===== src/rtl/ssd1306_fb_streamer_if.sv =====
// ssd1306_fb_streamer_if
// Groups the framebuffer read port, the I2C master handshake and the
// frame control strobes of the SSD1306 framebuffer streamer.
//   master modport : the streamer (drives busy, frame_done, fb_addr, fb_rd_en,
//                    txn_data, txn_valid; receives start, fb_rdata, txn_busy)
//   slave modport  : the surrounding system (RAM, I2C master, frame control)
interface ssd1306_fb_streamer_if #(
    parameter int ADDR_W = 10
);
    logic              start;
    logic              busy;
    logic              frame_done;
    logic [ADDR_W-1:0] fb_addr;
    logic              fb_rd_en;
    logic [7:0]        fb_rdata;
    logic [23:0]       txn_data;
    logic              txn_valid;
    logic              txn_busy;

    modport master (
        input  start, fb_rdata, txn_busy,
        output busy, frame_done, fb_addr, fb_rd_en, txn_data, txn_valid
    );

    modport slave (
        output start, fb_rdata, txn_busy,
        input  busy, frame_done, fb_addr, fb_rd_en, txn_data, txn_valid
    );
endinterface


===== src/rtl/ssd1306_fb_streamer.sv =====
// ssd1306_fb_streamer
// Streams a page-major monochrome framebuffer to an SSD1306 panel as fixed
// 3-byte I2C write transactions: four command transactions that set
// horizontal addressing and the full address window, followed by one data
// transaction {0x40, fb[2n], fb[2n+1]} per byte pair.
// Ports:
//   clk, rst : clock and synchronous active-high reset
//   bus      : master side of ssd1306_fb_streamer_if
//              start/busy/frame_done  frame control
//              fb_addr/fb_rd_en/fb_rdata  synchronous RAM read (1-cycle latency)
//              txn_data/txn_valid/txn_busy  I2C master din/vin/busy
module ssd1306_fb_streamer #(
    parameter int COLS   = 128,
    parameter int PAGES  = 8,
    parameter int ADDR_W = 10
) (
    input  logic                  clk,
    input  logic                  rst,
    ssd1306_fb_streamer_if.master bus
);
    localparam int              NUM_TXN  = COLS * PAGES / 2;
    localparam logic [ADDR_W-2:0] N_LAST = (ADDR_W-1)'(NUM_TXN - 1);
    localparam logic [7:0]      COL_END  = 8'(COLS - 1);
    localparam logic [7:0]      PAGE_END = 8'(PAGES - 1);
    localparam logic [ADDR_W-2:0] N_ONE  = {{(ADDR_W-2){1'b0}}, 1'b1};

    typedef enum logic [3:0] {
        IDLE, CMD_LOAD, FETCH_A, FETCH_B, FETCH_C,
        ISSUE, WAIT_ACC, WAIT_DONE, DONE
    } state_t;

    state_t            state;
    logic [1:0]        k;
    logic [ADDR_W-2:0] n;
    logic [ADDR_W-2:0] n_next;
    logic              in_data;
    logic [7:0]        byte_a;

    logic              busy_r;
    logic              frame_done_r;
    logic [ADDR_W-1:0] fb_addr_r;
    logic              fb_rd_en_r;
    logic [23:0]       txn_data_r;
    logic              txn_valid_r;

    assign n_next         = n + N_ONE;
    assign bus.busy       = busy_r;
    assign bus.frame_done = frame_done_r;
    assign bus.fb_addr    = fb_addr_r;
    assign bus.fb_rd_en   = fb_rd_en_r;
    assign bus.txn_data   = txn_data_r;
    assign bus.txn_valid  = txn_valid_r;

    // Address-window setup: horizontal mode, columns 0..COLS-1, pages 0..PAGES-1.
    function automatic logic [23:0] cmd_word(input logic [1:0] idx);
        case (idx)
            2'd0:    cmd_word = {8'h00, 8'h20, 8'h00};
            2'd1:    cmd_word = {8'h00, 8'h21, 8'h00};
            2'd2:    cmd_word = {8'h00, COL_END, 8'h22};
            default: cmd_word = {8'h00, 8'h00, PAGE_END};
        endcase
    endfunction

    always_ff @(posedge clk) begin
        if (rst) begin
            state        <= IDLE;
            k            <= '0;
            n            <= '0;
            in_data      <= 1'b0;
            byte_a       <= '0;
            busy_r       <= 1'b0;
            frame_done_r <= 1'b0;
            fb_addr_r    <= '0;
            fb_rd_en_r   <= 1'b0;
            txn_data_r   <= '0;
            txn_valid_r  <= 1'b0;
        end else begin
            txn_valid_r  <= 1'b0;
            frame_done_r <= 1'b0;
            case (state)
                // DONE behaves like IDLE for start so frames can run back to back;
                // busy is already low there.
                IDLE, DONE: begin
                    if (bus.start) begin
                        busy_r  <= 1'b1;
                        k       <= '0;
                        n       <= '0;
                        in_data <= 1'b0;
                        state   <= CMD_LOAD;
                    end else begin
                        state <= IDLE;
                    end
                end
                // txn_valid is registered, so it is raised on entry to ISSUE
                // when the master is already idle; otherwise ISSUE raises it.
                CMD_LOAD: begin
                    txn_data_r  <= cmd_word(k);
                    txn_valid_r <= !bus.txn_busy;
                    state       <= ISSUE;
                end
                // fb_addr/fb_rd_en are set one state early so the RAM sees
                // 2n during FETCH_A and 2n+1 during FETCH_B.
                FETCH_A: begin
                    fb_addr_r <= {n, 1'b1};
                    state     <= FETCH_B;
                end
                FETCH_B: begin
                    fb_rd_en_r <= 1'b0;
                    byte_a     <= bus.fb_rdata;
                    state      <= FETCH_C;
                end
                FETCH_C: begin
                    txn_data_r  <= {8'h40, byte_a, bus.fb_rdata};
                    txn_valid_r <= !bus.txn_busy;
                    state       <= ISSUE;
                end
                ISSUE: begin
                    if (txn_valid_r) begin
                        state <= WAIT_ACC;
                    end else if (!bus.txn_busy) begin
                        txn_valid_r <= 1'b1;
                    end
                end
                WAIT_ACC: begin
                    if (bus.txn_busy) begin
                        state <= WAIT_DONE;
                    end
                end
                WAIT_DONE: begin
                    if (!bus.txn_busy) begin
                        if (!in_data) begin
                            if (k == 2'd3) begin
                                in_data    <= 1'b1;
                                fb_addr_r  <= {n, 1'b0};
                                fb_rd_en_r <= 1'b1;
                                state      <= FETCH_A;
                            end else begin
                                k     <= k + 2'd1;
                                state <= CMD_LOAD;
                            end
                        end else if (n == N_LAST) begin
                            frame_done_r <= 1'b1;
                            busy_r       <= 1'b0;
                            state        <= DONE;
                        end else begin
                            n          <= n_next;
                            fb_addr_r  <= {n_next, 1'b0};
                            fb_rd_en_r <= 1'b1;
                            state      <= FETCH_A;
                        end
                    end
                end
                default: state <= IDLE;
            endcase
        end
    end
endmodule


===== src/flat_wrapper.sv =====
// flat-port wrapper written by rule: the top's interface ports become plain ports
module ssd1306_fb_streamer_flat 
#(
    parameter int COLS   = 128,
    parameter int PAGES  = 8,
    parameter int ADDR_W = 10
)
  (clk, rst, bus_start, bus_fb_rdata, bus_txn_busy, bus_busy, bus_frame_done, bus_fb_addr, bus_fb_rd_en, bus_txn_data, bus_txn_valid);
  ssd1306_fb_streamer_if #(.ADDR_W(ADDR_W)) bus_i ();
  input  logic clk;
  input  logic rst;
  input wire logic [$bits(bus_i.start)-1:0] bus_start;
  input wire logic [$bits(bus_i.fb_rdata)-1:0] bus_fb_rdata;
  input wire logic [$bits(bus_i.txn_busy)-1:0] bus_txn_busy;
  output wire logic [$bits(bus_i.busy)-1:0] bus_busy;
  output wire logic [$bits(bus_i.frame_done)-1:0] bus_frame_done;
  output wire logic [$bits(bus_i.fb_addr)-1:0] bus_fb_addr;
  output wire logic [$bits(bus_i.fb_rd_en)-1:0] bus_fb_rd_en;
  output wire logic [$bits(bus_i.txn_data)-1:0] bus_txn_data;
  output wire logic [$bits(bus_i.txn_valid)-1:0] bus_txn_valid;
  assign bus_i.start = bus_start;
  assign bus_i.fb_rdata = bus_fb_rdata;
  assign bus_i.txn_busy = bus_txn_busy;
  assign bus_busy = bus_i.busy;
  assign bus_frame_done = bus_i.frame_done;
  assign bus_fb_addr = bus_i.fb_addr;
  assign bus_fb_rd_en = bus_i.fb_rd_en;
  assign bus_txn_data = bus_i.txn_data;
  assign bus_txn_valid = bus_i.txn_valid;
  ssd1306_fb_streamer #(.COLS(COLS), .PAGES(PAGES), .ADDR_W(ADDR_W)) u_core (.clk(clk), .rst(rst), .bus(bus_i));
endmodule

===== config.mk =====
export PLATFORM = sky130hd
export DESIGN_NAME = ssd1306_fb_streamer_flat
export DESIGN_NICKNAME = d
export VERILOG_FILES = /design/src/rtl/ssd1306_fb_streamer_if.sv /design/src/rtl/ssd1306_fb_streamer.sv /design/src/flat_wrapper.sv
export SDC_FILE = /design/constraint.sdc
export NUM_CORES = 1
export LEC_CHECK = 0
export BUFFER_PORTS_ARGS = -buffer_cell sky130_fd_sc_hd__buf_2
export CORE_MARGIN = 1
export CORE_UTILIZATION = 55
export DETAILED_ROUTE_END_ITERATION = 6
export GPL_TIMING_DRIVEN = 0
export PLACE_DENSITY = 0.79
export SLEW_MARGIN = 20
export SYNTH_ARGS = -nofsm -noshare
export SYNTH_HDL_FRONTEND = slang
export SYNTH_SLANG_ARGS = --single-unit

===== constraint.sdc =====
create_clock -name clk -period 3.1 [get_ports clk]
set_clock_uncertainty 0.2 [all_clocks]
set_input_delay 0.62 -clock clk [delete_from_list [all_inputs] [get_ports clk]]
set_output_delay 0.62 -clock clk [all_outputs]
set_load 0.1 [all_outputs]

==> out/metrics.cfg <==
[synthesis]
yosys_register_bits=55
post_synth_instance_area_mm2=0.00260
synth_seq_area_share_pct=42.3
syn_area_per_cell_um2=8.08
yosys_most_used_dff=dfxtp_1
async_reset_ff_share_pct=0
synth_warnings=0
number_of_instances_in_the_synthesized_netlist=322
yosys.cell_types.count=48
synth-edff-count=0

[clock_tree]
htree_num_levels=2
tritoncts_clock_tree=done
cts.clk_slew.worst_paths_ns=0.11
cts.root.buffer_cell=clkbuf_8
number_of_clock_buffers_inserted_by_tritoncts=5
cts_max_path_buffers=2
clkLatencyLatePin_ns=0.32
clock_sink_count=55

[route]
antenna_violating_nets_post_route=0
via_count=2436
firstDrtPassIters=7
detail_route.wl_per_cell_um=13.8
drt_drc_violations_left=0
drt_wl_total_um=5920
route.detailed.vias_per_inst=5.68
initialDrtViolationCount=219

[worst_setup_path]
ff2ff_path_depth=10
critical-path-max-stage-delay_ns=0.39
critical_path.slowest_cell=dfxtp_1
rr_startpoint=u_core.n[0]
endpoint_kind=flop
worst_reg2reg_path_endpoint=u_core.n[5]
reg2reg_slack_ns=0.24
worst_setup_path_start_kind=flop
critPathKind=reg -> reg
worstPathRequired_ns=3.13
timing.critical_path.arrival_ns=2.89
chain_of_cells_forming_the_critical_path=ha_1 -> nand2_1 -> nor2_1 -> and3_1 -> ha_1 -> nand4bb_1 -> nor2_1 -> clkbuf_1 -> a21oi_1 -> a211oi_1
worst_path_maximum_fanout=10

[power_and_ir_drop]
switching_share_pct=33.8
p_seq_share_pct=51.4
pwr-share-clk_pct=29.5
leakage_uw=0.00117
p_int_uw=944
power.ir.vdd_worst_uv=253
power_per_cell_area_mw_per_mm2=477
total_switching_power_uw=483
power.share.combinational_pct=19.1

[global_routing]
global_route.usage.total_pct=25.0
grt_pass1_wl_um=10100
grt-ovfl-total=0
first_global_vias=2121
number_of_antenna_violations_at_the_first_check_in_global_routing=0
grt_max_degree=20

[die]
floorplan.die_area_mm2=0.00501
dieWidth_um=70.8
height_of_the_die_um=70.8
floorplan.core_area_mm2=0.00444
io_pins=50
num_rows=24
start_util_pct=58.6

[cells_and_area]
nFillCells=384
insertedDiodeCount=0
area_growth_pct=14.9
finalNetCount=392
post_route_cells_drive_above_1_share_pct=18.3

[timing]
final_min_period_over_clock_period_pct=92.1
fin_crit_ns=2.86
number_of_hold_violations_in_the_final_report=0
unrepaired_setup_endpoints_after_global_routing=no
slew_headroom_pct=55.0
fmax_mhz=350
worst-slew-pin-transition_ns=0.673
totalNegativeSetupSlack_ns=0
fin_hold_ws_ns=0.263
setup_viol_count_final=0
report.final.slew_viol_count=0

[min_path]
worst_hold_path.num_cells=2
timing.hold.worst.start=u_core.byte_a[3]
worst_hold_path_type=reg -> reg
timing.hold.worst_endpoint=u_core.byte_a[3]

[place]
gp_routability_congestion=0.896
place.detailed.hpwl_um=4280
numPortBuffers=41

[status]
status=finished clean

[flow_run]
drv.max_cap_violation_count=0

-- cell usage after synthesis, types with 3 or more instances --
library cell  count  area, um2
o21ai_0           3       15.0
nand3_1           8       40.0
and3_1            6       37.5
inv_1             4       15.0
nor2b_1           4       25.0
a22oi_1           5       37.5
buf_2             5       25.0
xnor2_1           6       52.6
a211oi_1         10       75.1
dfxtp_1          55       1100
nand2_1          42        158
a21oi_1          36        180
ha_1              4       50.1
a211o_1           7       61.3
clkbuf_1         16       60.1
a31oi_1          12       75.1
nor2_1           42        158
nor3_1           10       50.1
buf_4             7       52.6
nand2b_1          4       25.0
o21ai_1           3       15.0
-- timing repair --
| action | in CTS | in global routing |
|---|---|---|
| setup buffers | 0 | 0 |
| endpoints found under the setup margin | 0 | 1 |
| hold buffers | 0 | 0 |
| resized for setup | 0 | 1 |
-- kinds of logic after synthesis --
logic type	count (synthesis)	synth area share, %
buffers and inverters	34	6.15
adders and majority gates	4	1.92
and+or+nand+nor	131	24.7
xor gates and xnor gates	6	2.02
muxes	4	1.63
AOI/OAI and AO/OA	87	21.2
DFF	55	42.3
other	1	0.144
-- flip-flops by register name (all words and copies together) (netlist names) --
register / count
u_core.bus.fb_addr: 10
u_core.state: 4
u_core.in_data: 1
u_core.bus.busy: 1
u_core.bus.frame_done: 1
u_core.k: 2
u_core.bus.fb_rd_en: 1
u_core.bus.txn_data: 17
u_core.n: 9
u_core.bus.txn_valid: 1
u_core.byte_a: 8
-- cells in the final DEF, fill, tap and decap left out, drive strengths merged, types with 5 or more instances in the layout --
master	synthesis	routed
dfxtp	55	55
buf	12	53
nand2	42	42
nor2	42	42
a21oi	37	37
clkbuf	16	21
a31oi	12	12
nor3	10	10
a211oi	10	10
nand3	8	8
inv	6	8
a211o	7	7
conb	1	7
o21ai	7	7
and3	6	6
xnor2	6	6
a22oi	5	5
-- how the worst max path moves through the flow --
stage                startpoint                     to  slack (ns)  cells after the start
finish              u_core.n[0]            u_core.n[5]        0.24                     10
global route        u_core.n[0]            u_core.n[5]       0.007                     10
CTS                 u_core.n[0]            u_core.n[5]        0.27                     10
detailed placement  u_core.n[0]            u_core.n[6]        0.33                     10
global placement    u_core.n[0]  u_core.bus.fb_addr[1]        0.32                      9
floorplan           u_core.n[0]  u_core.bus.fb_addr[1]        0.69                      9
-- per-stage QoR --
stage	cells	util, %	setup slack (ns)	instance area [um2]	power, uW
4_1_cts	429	67.3	0.274	2990	1430
5_1_grt	429	67.3	0.00738	2990	1480
3_5_place_dp	421	65.1	0.335	2900	1020
3_3_place_gp	421	65.1	0.322	2900	1020
2_1_floorplan	328	-	0.692	2630	974
6_report	429	67.3	0.244	2990	1430
-- layer usage --
layer	vias to the layer above	GRT usage, %	wire length (um)
li1	1234	-	-
met1	1119	36.7	2850
met2	76	37.3	2670
met3	7	5.13	329
met4	0	7.33	69
met5	-	0	0
-- critical path: cells and delay by family (launching register included) --
kind            cells  cell delay [ns]
fa+ha+maj           2             0.53
compound gates      2             0.38
flops               1             0.39
simple gates        5             0.90
buf+inv             1             0.36
-- area by class of cell --
class	count	area, um2	area share (%)
plain buffers	28	138	4.60
clock buffers	5	68.8	2.30
clock inverters	3	25.0	0.837
inverters	6	22.5	0.753
multi-input cells	239	1370	45.6
flip-flops and latches	55	1100	36.8
well taps	52	65.1	2.18
repair buffers	41	205	6.86
-- power groups by stage --
stage | clock [uW] | combinational (uW) | sequential, uW
floorplan | 0 | 134 | 840
global placement | 0 | 270 | 749
detailed placement | 0 | 272 | 750
CTS | 429 | 272 | 734
global route | 450 | 289 | 736
finish | 421 | 273 | 733
Note: power is estimated with default switching activity, not from simulation.
